--- src/rtl/rc6_blk_packer.sv ---
// Packs 32-bit host words into 128-bit RC6 blocks (A,B,C,D order) and queues them for the core.
// Optional byte reversal of each input word when RC6_PKR_BSWAP_EN is defined.
module rc6_blk_packer #(
  parameter int WORD_W = 32,
  parameter int NWORDS = 4,
  parameter int DEPTH  = 2
) (
  input  logic                       clk,
  input  logic                       reset,
  input  logic                       zset,
  input  logic                       in_valid,
  output logic                       in_ready,
  input  logic [WORD_W-1:0]          in_word,
  input  logic                       in_last,
  output logic                       blk_valid,
  input  logic                       blk_ready,
  output logic [WORD_W*NWORDS-1:0]   blk_data,
  output logic                       blk_pad,
  output logic [$clog2(DEPTH):0]     level,
  output logic [15:0]                blk_cnt
);

  localparam int BLK_W = WORD_W * NWORDS;
  localparam int IDX_W = (NWORDS > 1) ? $clog2(NWORDS) : 1;
  localparam int PTR_W = (DEPTH > 1) ? $clog2(DEPTH) : 1;
  localparam int LVL_W = $clog2(DEPTH) + 1;
  localparam int NB    = WORD_W / 8;

  logic [IDX_W-1:0] r_idx;
  logic [BLK_W-1:0] r_partial;
  logic [BLK_W-1:0] r_mem [DEPTH];
  logic             r_pad_mem [DEPTH];
  logic [PTR_W-1:0] r_wr_ptr;
  logic [PTR_W-1:0] r_rd_ptr;
  logic [LVL_W-1:0] r_level;
  logic [LVL_W-1:0] w_level_next;
  logic [15:0]      r_blk_cnt;

  logic [WORD_W-1:0] w_word;
  logic [BLK_W-1:0]  w_merged;
  logic              w_last_idx;
  logic              w_accept;
  logic              w_push;
  logic              w_pop;

  genvar gi;

`ifdef RC6_PKR_BSWAP_EN
  for (gi = 0; gi < NB; gi++) begin : g_bswap
    assign w_word[gi*8 +: 8] = in_word[(NB-1-gi)*8 +: 8];
  end
`else
  assign w_word = in_word;
`endif

  // Untouched higher words are still zero, so a short block is already zero-padded here.
  for (gi = 0; gi < NWORDS; gi++) begin : g_merge
    assign w_merged[gi*WORD_W +: WORD_W] =
      (r_idx == IDX_W'(gi)) ? w_word : r_partial[gi*WORD_W +: WORD_W];
  end

  assign in_ready   = ~reset & ~zset & (r_level < LVL_W'(DEPTH));
  assign blk_valid  = (r_level != '0);
  assign w_last_idx = (r_idx == IDX_W'(NWORDS - 1));
  assign w_accept   = in_valid & in_ready;
  assign w_push     = w_accept & (w_last_idx | in_last);
  assign w_pop      = blk_valid & blk_ready & ~zset;

  assign blk_data = r_mem[r_rd_ptr];
  assign blk_pad  = r_pad_mem[r_rd_ptr];
  assign level    = r_level;
  assign blk_cnt  = r_blk_cnt;

  always_comb begin
    w_level_next = r_level;
    unique case ({w_push, w_pop})
      2'b10:   w_level_next = r_level + LVL_W'(1);
      2'b01:   w_level_next = r_level - LVL_W'(1);
      default: w_level_next = r_level;
    endcase
  end

  always_ff @(posedge clk or posedge reset) begin
    if (reset) begin
      r_idx     <= '0;
      r_partial <= '0;
    end else if (zset) begin
      r_idx     <= '0;
      r_partial <= '0;
    end else if (w_push) begin
      r_idx     <= '0;
      r_partial <= '0;
    end else if (w_accept) begin
      r_idx     <= r_idx + IDX_W'(1);
      r_partial <= w_merged;
    end
  end

  always_ff @(posedge clk or posedge reset) begin
    if (reset) begin
      r_wr_ptr  <= '0;
      r_rd_ptr  <= '0;
      r_level   <= '0;
      r_blk_cnt <= '0;
    end else if (zset) begin
      r_wr_ptr  <= '0;
      r_rd_ptr  <= '0;
      r_level   <= '0;
      r_blk_cnt <= '0;
    end else begin
      if (w_push) begin
        r_wr_ptr  <= r_wr_ptr + PTR_W'(1);
        r_blk_cnt <= r_blk_cnt + 16'd1;
      end
      if (w_pop) begin
        r_rd_ptr <= r_rd_ptr + PTR_W'(1);
      end
      r_level <= w_level_next;
    end
  end

  // Storage is not cleared by zset; the emptied level already masks stale entries.
  always_ff @(posedge clk or posedge reset) begin
    if (reset) begin
      for (int i = 0; i < DEPTH; i++) begin
        r_mem[i]     <= '0;
        r_pad_mem[i] <= 1'b0;
      end
    end else if (w_push) begin
      r_mem[r_wr_ptr]     <= w_merged;
      r_pad_mem[r_wr_ptr] <= ~w_last_idx;
    end
  end

endmodule
--- config.mk ---
export PLATFORM = sky130hd
export DESIGN_NAME = rc6_blk_packer
export DESIGN_NICKNAME = d
export VERILOG_FILES = /design/src/rtl/rc6_blk_packer.sv
export SDC_FILE = /design/constraint.sdc
export NUM_CORES = 1
export LEC_CHECK = 0
export BUFFER_PORTS_ARGS = -buffer_cell sky130_fd_sc_hd__buf_4
export CAP_MARGIN = 20
export CORE_UTILIZATION = 40
export CTS_BUF_LIST = sky130_fd_sc_hd__clkbuf_16
export CTS_CLUSTER_DIAMETER = 40
export DETAILED_ROUTE_END_ITERATION = 7
export GPL_ROUTABILITY_DRIVEN = 0
export PLACE_DENSITY = 0.7
export REMOVE_ABC_BUFFERS = 1
export SYNTH_ARGS = -nofsm -noshare
export SYNTH_HDL_FRONTEND = slang
export SYNTH_SLANG_ARGS = --single-unit
--- constraint.sdc ---
create_clock -name clk -period 13.95 [get_ports clk]
set_input_delay 0.6975 -clock clk [delete_from_list [all_inputs] [get_ports clk]]
set_output_delay 0.6975 -clock clk [all_outputs]
set_load 0.03 [all_outputs]
[After elaboration in Yosys (flattened, before gate mapping)]
Index checks and enable logic that the tools add are counted.
Cells by class
  $lt $le $gt $ge: 4
  reductions and logical operators: 7
  equal/unequal tests: 5
  mux-type cells: 30
  $add $sub $neg: 6
  bitwise logic cells: 12
Operators by type and width (number)
  $mux 128: 7
  $bwmux 256: 1
  $demux 128 s1: 1
  $mux 32: 4
  $mux 16: 2
  $add 16x1->16 const B: 1
  $mux 1: 8
  $mux 2: 4
  $and 1x1->1: 6
  $eq 2x2->1 const B: 3
  $reduce_bool 2->1: 3
  $reduce_bool 3->1: 2
  $add 2x1->2 const B: 2
  $eq 2x1->1 const B: 2
  $ge 2x2->1 const B: 2
  $not 1->2: 2
  $pmux 2 s2: 1
  $not 1->1: 3
  $add 1x1->1 const B: 2
  $bwmux 2: 1
  $logic_not 2->1: 1
  $lt 2x1->1 const B: 1
  $lt 2x2->1 const B: 1
  $sub 2x1->2 const B: 1
  3 further kinds: 3
Storage, ports and cells
  logic and storage cells: 74
  flip-flop bits (word level): 408
  output and inout bits: 149

[Logic depth before layout (Yosys ltp)]
Gate-level depths: netlist of the first run.
  depth in word-level cells: 8
  depth in mapped cells: 9

[Worst setup path before layout of the first run]
No wires, ideal clock.
  path type: in2reg
  from: in zset
  to: reg r_mem[135] (netlist bit)
  library setup time: 0.125 ns
  data required time: 13.825 ns
  data arrival time: 2.394 ns
  setup slack: 11.431 ns
  stages on the path: 7
  buffers on the path: 4
  cell sequence: buf_4 or4b_4 or3_1 buf_2 buf_6 buf_6 mux2_4
On the way
  cells in the longest elaborated chain, start to end: 5
RTL lines
  from (decl): RTL line 10  | input logic zset,
  $not 1->1: RTL line 62  | assign in_ready = ~reset & ~zset & (r_level < LVL_W'(DEPTH));
  $and 1x1->1 (2 in series): RTL line 62
  $and 1x1->1: RTL line 65  | assign w_accept = in_valid & in_ready;
  $and 1x1->1: RTL line 66  | assign w_push = w_accept & (w_last_idx | in_last);
  to (signal, indexed assignment): RTL line 130  | r_mem[r_wr_ptr] <= w_merged;
  to (decl): RTL line 31  | logic [BLK_W-1:0] r_mem [DEPTH];
No other way between the ends.
A chain may end at the register's enable or synchronous reset.

[Worst setup path in the final report of the first run]
  from: reg r_rd_ptr
  to: out blk_data[41]
On the way
  cells in the longest elaborated chain, start to end: 4
RTL lines
  from (decl): RTL line 34  | logic [PTR_W-1:0] r_rd_ptr;
  from (signal assigned): RTL line 116  | r_rd_ptr <= r_rd_ptr + PTR_W'(1);
  $not 1->2 (implied by the code): RTL line 69  | assign blk_data = r_mem[r_rd_ptr];
  $mux 128 (implied by the code) (3 in series): RTL line 69
  to (decl): RTL line 17  | output logic [WORD_W*NWORDS-1:0] blk_data,
No other way between the ends. The select of a mux whose other input is x is not followed.

==> results of run 1 <==
[kinds of logic after synthesis]
| group | share of synthesized area |
|---|---|
| AO/OA/AOI/OAI | 0.0526 |
| XOR/XNOR | 0.00379 |
| adder cells (fa/ha/maj) | 0.00338 |
| buffers and inverters | 0.0244 |
| flip-flops | 0.552 |
| multiplexers | 0.332 |
| AND/OR/NAND/NOR | 0.0319 |
[per-layer routing]
| layer | wire, um | global-route usage |
|---|---|---|
| met1 | 20600 | 0.269 |
| met2 | 21100 | 0.305 |
| met3 | 1680 | 0.0278 |
| met4 | 870 | 0.0599 |
| met5 | 0 | 0 |
[report_power, final]
group / internal [mW] / total (mW) / switching [mW] / leakage, nW
registers: 1.23 / 1.25 / 0.0253 / 5.62
clock network: 0.967 / 1.53 / 0.567 / 1.01
logic: 0.144 / 0.331 / 0.187 / 4.82
[placed cells by master, fill, tap and decap left out, types with 4 or more instances in the layout]
cell | synthesis | layout
clkbuf_16 | 0 | 61
dfrtp_1 | 408 | 407
xnor2_1 | 4 | 4
clkinvlp_4 | 0 | 6
bufinv_16 | 0 | 9
nand3_1 | 7 | 6
buf_4 | 1 | 200
inv_1 | 6 | 9
nand4_1 | 5 | 5
and2_1 | 34 | 34
mux2i_1 | 4 | 4
a21oi_1 | 13 | 13
clkinv_4 | 0 | 5
or3_1 | 6 | 5
nor2_1 | 10 | 10
ha_2 | 0 | 4
xor2_1 | 4 | 4
clkinv_1 | 0 | 7
nand2_1 | 14 | 13
mux2_2 | 426 | 426
and4_1 | 4 | 4
o21ai_0 | 16 | 14
clkinv_2 | 0 | 5
inv_6 | 0 | 9
a22o_1 | 94 | 94
mux2_4 | 87 | 87
[sequential cells by signal, indices dropped and copies added (netlist names)]
register   cells
r_wr_ptr       1
r_pad_mem      2
level          2
blk_cnt       16
r_mem        256
r_rd_ptr       1
r_idx          2
r_partial    128
[area by class of cell]
class / instances / share of cell area
sequential: 408 / 0.453
multi-input combinational: 754 / 0.351
timing repair buffer: 203 / 0.0700
clock buffer: 61 / 0.0677
tap: 600 / 0.0333
clock inverter: 47 / 0.0234
inverter: 6 / 0.00133
[worst max-delay path, cell delays in order, from the launching register on]
cell and delay [ns]:
dfrtp_4 0.75, buf_4 0.77, mux2_2 0.46, buf_4 0.18
[final timing paths]
kind	to	start
max	blk_data[41]	r_rd_ptr$_DFFE_PP0P_
min	blk_cnt[7]$_DFFE_PP0P_	reset
max reg2reg	r_mem[110]$_DFFE_PP0P_	r_idx[0]$_DFFE_PP0P_
min reg2reg	r_partial[107]$_DFFE_PP0P_	r_partial[107]$_DFFE_PP0P_
max in group asynchronous	r_mem[167]$_DFFE_PP0P_	reset
min in group clk	r_partial[24]$_DFFE_PP0P_	in_word[24]
[per-stage QoR]
step,hold WS [ns],util,instance area (um^2)
floorplan,0.444,-,18100
global placement,0.459,0.449,20400
detailed placement,0.467,0.450,20500
CTS,0.243,0.495,22500
global route,0.286,0.495,22500
finish,0.243,0.495,22500
==> impl_metrics.csv, run 1 <==
group,metric,value,unit
die,core,45500,um^2
timing,final.setup.tns,0,ns
setup_path,critPathKind,"register to output pin",
layout,n_fill_cell,3955,
die,floorplan.rows,78,
die,io_pins,187,
timing,setup_viol,0,
drt,firstDrtPassIters,5,
placed_design,pre_cts_ws,10.26,ns
status,outcome,"completed",
clock_tree,cts_resized,0,
timing,finalCriticalPeriod,3.59,ns
synth,synth_commonest_cells,"426 x mux2_2, 408 x dfrtp_1, 94 x a22o_1, 87 x mux2_4, 53 x clkbuf_1",
power_and_ir_drop,p_per_area,138,nW/um^2
synth,ys_warn_count,0,
drt,post_drt_wl_per_cell,21.3,um
clock_tree,cts_tree,"built",
timing,rsz0062_at_grt,"no",
setup_path,critPathCaptureType,"output pin",
layout,layoutNonFillerInstCount,2079,
clock_tree,ctsHoldBuffers,0,
timing,fmax,0.279,GHz
synth,ys_types,35,
synth,synth_area_leaders,"dfrtp_1 55%, mux2_2 26%, mux2_4 7.1%, a22o_1 4.4%, and2_1 1.1%",
synth,yosys.area.top_type,"dfrtp_1",
setup_path,reg2reg_slack,10.48,ns
layout,regArea,10200,um^2
setup_path,ff2ff_path_depth,6,
drt,antenna_left,0,
drt,via_count,11100,
layout,drive_gt1_frac,0.563,
clock_tree,cts-root-buf,"clkbuf_16",
clock_tree,clock_path_buffers,3,
timing,tightest_slew,1.06,ns
setup_path,worstPathRequired,13.25,ns
global_route,grt_antenna_before_repair,0,
synth,synthDominantCellAreaShare,0.552,
synth,synth.yosys.seq_area_share,0.552,
timing,hold_violations,0,
die,start_util,0.407,
die,die_area,47100,um^2
layout,insertedDiodeCount,0,
clock_tree,htree_num_levels,2,
synth,async_flop_share,1.00,
layout,fin_nets,1474,
worst_hold_path,hp-class,"input port to async pin",
setup_path,path_max_fanout,57,
synth,synth_flop_cell,"dfrtp_1",
layout,multi_input_area,7910,um^2
global_route,globalRouteOverflowTotal,0,
setup_path,worstPathArrival,2.89,ns
placed_design,dpl.hpwl,25800,um
synth,synth.most_common_cell,"mux2_2",
clock_tree,clk_pin_slew_worst_paths,0.05,ns
timing,final.period_utilization,0.257,
clock_tree,postCtsSetupBuffers,0,
power_and_ir_drop,p_leak,11.4,nW
synth,postSynthAreaPerCell,14.7,um^2
timing,slew_headroom,0.296,
synth,synth_cells,1256,
timing,skew,0.0139,ns
power_and_ir_drop,ir_drop,0.0000938,V
run,drv_cap,0,
die,die_h,217,um
drt,drtIter0Drc,666,
drt,vias_per_cell,5.34,
die,die_x,217,um
setup_path,cp-start-kind,"register",
synth,synth_seq_cells,408,
synth,synth_edf_count,0,
placed_design,dp_cells,1971,
drt,routed_wl,44300,um
timing,final_max_slew_viol_count,0,
global_route,grt_usage,0.191,
global_route,grt_pass1_vias,11900,
synth,syn-cell-area,18500,um^2
clock_tree,tritoncts.num_buffers,58,
clock_tree,worstSkewPairLatency,0.60,ns
clock_tree,cts_sinks,408,
power_and_ir_drop,finalPower,3.12,mW
timing,layout_setup_ws,10.36,ns
global_route,grt_pass1_wl,70100,um
placed_design,port_buffers,186,
layout,syn_to_final_growth,21.8,%
drt,drc,0,
global_route,grt_max_degree,171,
Note: power is estimated with default switching activity, not from simulation.
==> run 2, diff against run 1 <==
--- a/config.mk
+++ b/config.mk
@@ -5,6 +5,7 @@
 export SDC_FILE = /design/constraint.sdc
 export NUM_CORES = 1
 export LEC_CHECK = 0
+export ABC_AREA = 1
 export BUFFER_PORTS_ARGS = -buffer_cell sky130_fd_sc_hd__buf_4
 export CAP_MARGIN = 20
 export CORE_UTILIZATION = 40
==> constraint.sdc (replaced) <==
create_clock -name clk -period 3.35 [get_ports clk]
set_input_delay 0.1675 -clock clk [delete_from_list [all_inputs] [get_ports clk]]
set_output_delay 0.1675 -clock clk [all_outputs]
set_load 0.03 [all_outputs]
==> run 2 against run 1 <==
  * Combinational power grew to 4.1 times the previous value
  * Sequential cell count is the same
  * Setup slack lost 9.5 ns
  * Sequential power rose to 4.2 times the previous value
  * Highest routed layer is now met5
  * Clock skew increased by 0.0057 ns
==> impl_metrics.csv, run 2 <==
group,metric,value,unit
status,outcome,"completed",
synth,synthDominantCellAreaShare,0.544,
synth,async_flop_share,1.00,
die,die_h,219,um
drt,drtIter0Drc,1089,
layout,final_common_cell,"nand2_1",
die,io_pins,187,
drt,post_drt_wl_per_cell,15.7,um
setup_path,cpMaxStageDelayCell,"dfrtp_4",
timing,tightest_slew,0.876,ns
placed_design,pre_cts_ws,1.03,ns
clock_tree,cts_tree,"built",
setup_path,worstPathRequired,3.18,ns
setup_path,path_common_cell,"nand2_1",
drt,via_count,15600,
layout,largest_reg_flops,256,
clock_tree,ctsHoldBuffers,30,
synth,synth_cells,2273,
timing,rsz0062_at_grt,"no",
synth,synth_commonest_cells,"835 x nand2_1, 408 x dfrtp_1, 281 x inv_1, 275 x o21ai_0, 117 x o22ai_1",
timing,hold_violations,0,
layout,drive_gt1_frac,0.153,
synth,synth_xor_area_frac,0.000466,
layout,largest-register,"r_mem",
drt,drc,0,
setup_path,path_cells,"inv_4, buf_12, nand2_1, nand2_1, buf_4",
layout,regArea,10200,um^2
layout,final_core_util,0.490,
layout,n_fill_cell,4352,
synth,synth_top_family_by_area,"simple AND/OR/NAND/NOR gates",
synth,postSynthAreaPerCell,8.26,um^2
setup_path,critPathKind,"register to output pin",
clock_tree,clock_path_buffers,3,
layout,fin_nets,2477,
synth,synthAdderAreaFrac,0.00333,
setup_path,worstPathArrival,2.35,ns
drt,antenna_left,0,
placed_design,dp_cells,2953,
synth,synth.yosys.seq_area_share,0.544,
clock_tree,tritoncts.num_buffers,56,
synth,synth.most_common_cell,"nand2_1",
synth,syn-cell-area,18800,um^2
synth,synth_compound_area_frac,0.162,
die,floorplan.rows,79,
power_and_ir_drop,ir_drop,0.000400,V
setup_path,critPathCaptureType,"output pin",
layout,design_area,22800,um^2
timing,finalCriticalPeriod,2.52,ns
clock_tree,htree_num_levels,2,
synth,synth_edf_count,0,
timing,slew_headroom,0.416,
synth,synth-simple-area-share,0.187,
global_route,grt_max_degree,138,
clock_tree,cts-root-buf,"clkbuf_16",
layout,layoutNonFillerInstCount,3086,
clock_tree,cts_resized,0,
power_and_ir_drop,p_per_area,561,nW/um^2
global_route,globalRouteOverflowTotal,0,
global_route,grt_usage,0.206,
layout,syn_to_final_growth,21.3,%
global_route,grt_pass1_vias,15400,
setup_path,path_max_fanout,53,
synth,synth_area_leaders,"dfrtp_1 54%, nand2_1 17%, o21ai_0 7.3%, inv_1 5.6%, o22ai_1 3.9%",
synth,synth_flop_cell,"dfrtp_1",
timing,layout_setup_ws,0.835,ns
layout,multi_input_area,6680,um^2
synth,synth_seq_cells,408,
global_route,grt_pass1_wl,79100,um
timing,final.setup.tns,0,ns
timing,final.period_utilization,0.751,
placed_design,port_buffers,186,
worst_hold_path,hp-class,"input port to register",
global_route,grt_antenna_before_repair,2,
die,start_util,0.404,
timing,skew,0.0196,ns
timing,final_max_slew_viol_count,0,
clock_tree,postCtsSetupBuffers,0,
synth,yosys.area.top_type,"dfrtp_1",
synth,synthMuxAreaShare,0,
placed_design,dpl.hpwl,27900,um
placed_design,dpl_cell_area,20500,um^2
layout,final_cell_mix,"834 x nand2_1, 407 x dfrtp_1, 283 x inv_1",
setup_path,cp-start-kind,"register",
clock_tree,cts_sinks,408,
synth,ys_warn_count,0,
clock_tree,worstSkewPairLatency,0.59,ns
drt,routed_wl,48400,um
clock_tree,clk_pin_slew_worst_paths,0.06,ns
power_and_ir_drop,p_leak,10.8,nW
drt,vias_per_cell,5.06,
die,die_area,47800,um^2
setup_path,slowest_delay,0.50,ns
run,drv_cap,0,
die,die_x,219,um
setup_path,path_delay_family,"buffers and inverters",
synth,ys_types,31,
setup_path,cp.buffers_inverters,3,
timing,fmax,0.398,GHz
die,core,46500,um^2
drt,firstDrtPassIters,5,
timing,setup_viol,0,
[run 2: logic make-up (layout without fill, tap and decap cells)]
logic type / count (synthesis) / count (layout)
and+or+nand+nor: 901 / 901
AOI/OAI and AO/OA: 530 / 530
buffers and inverters: 428 / 633
DFF: 408 / 408
adders and majority gates: 5 / 5
xor gates and xnor gates: 1 / 1
other: 0 / 1
[run 2: tightest hold or removal path, stage by stage]
cell and delay, ns:
buf_4 0.12, nand2_1 0.05, o21ai_0 0.06, inv_1 0.07
o21ai_1 0.12
[run 2: power breakdown]
group,switching [mW],internal (mW)
Clock,2.30,3.82
Combinational,0.919,0.455
Sequential,0.119,5.16
Total,3.34,9.44
[run 2: layout make-up]
type                       instances  share of cell area
antenna                            1            0.000110
clock buffer                      57              0.0626
clock inverter                    45              0.0227
inverter                         286              0.0482
multi-input combinational       1437               0.293
sequential                       408               0.448
tap                              607              0.0333
timing repair buffer             245              0.0917
[run 2: path summary, 6_finish.rpt]
check	startpoint	endpoint	slack [ns]	cells after the start
max	r_rd_ptr$_DFFE_PP0P_	blk_data[83]	0.83	5
min	in_word[28]	r_mem[124]$_DFFE_PP0P_	0.04	5
max reg2reg	r_idx[0]$_DFFE_PP0P_	r_mem[119]$_DFFE_PP0P_	1.03	9
min reg2reg	r_mem[43]$_DFFE_PP0P_	r_mem[43]$_DFFE_PP0P_	0.47	2
max in group asynchronous	reset	r_mem[193]$_DFFE_PP0P_	2.03	4
min in group asynchronous	reset	r_mem[146]$_DFFE_PP0P_	0.32	3
[run 2: per-stage QoR]
stage | hold slack, ns | total power, mW
2_1_floorplan | 0.238 | 6.18
4_1_cts | 0.00621 | 12.9
6_report | 0.0379 | 12.8
3_5_place_dp | 0.427 | 6.72
3_3_place_gp | 0.423 | 6.69
5_1_grt | 0.0560 | 13.3
[run 2: metal layers]
layer	GRT usage	wire (um)	up-vias	part of all wire
met5	0	12	-	0.00025
met4	0.0664	951	2	0.020
met3	0.0365	2780	67	0.058
met2	0.335	22800	424	0.47
met1	0.279	21800	7584	0.45
li1	-	-	7539	-
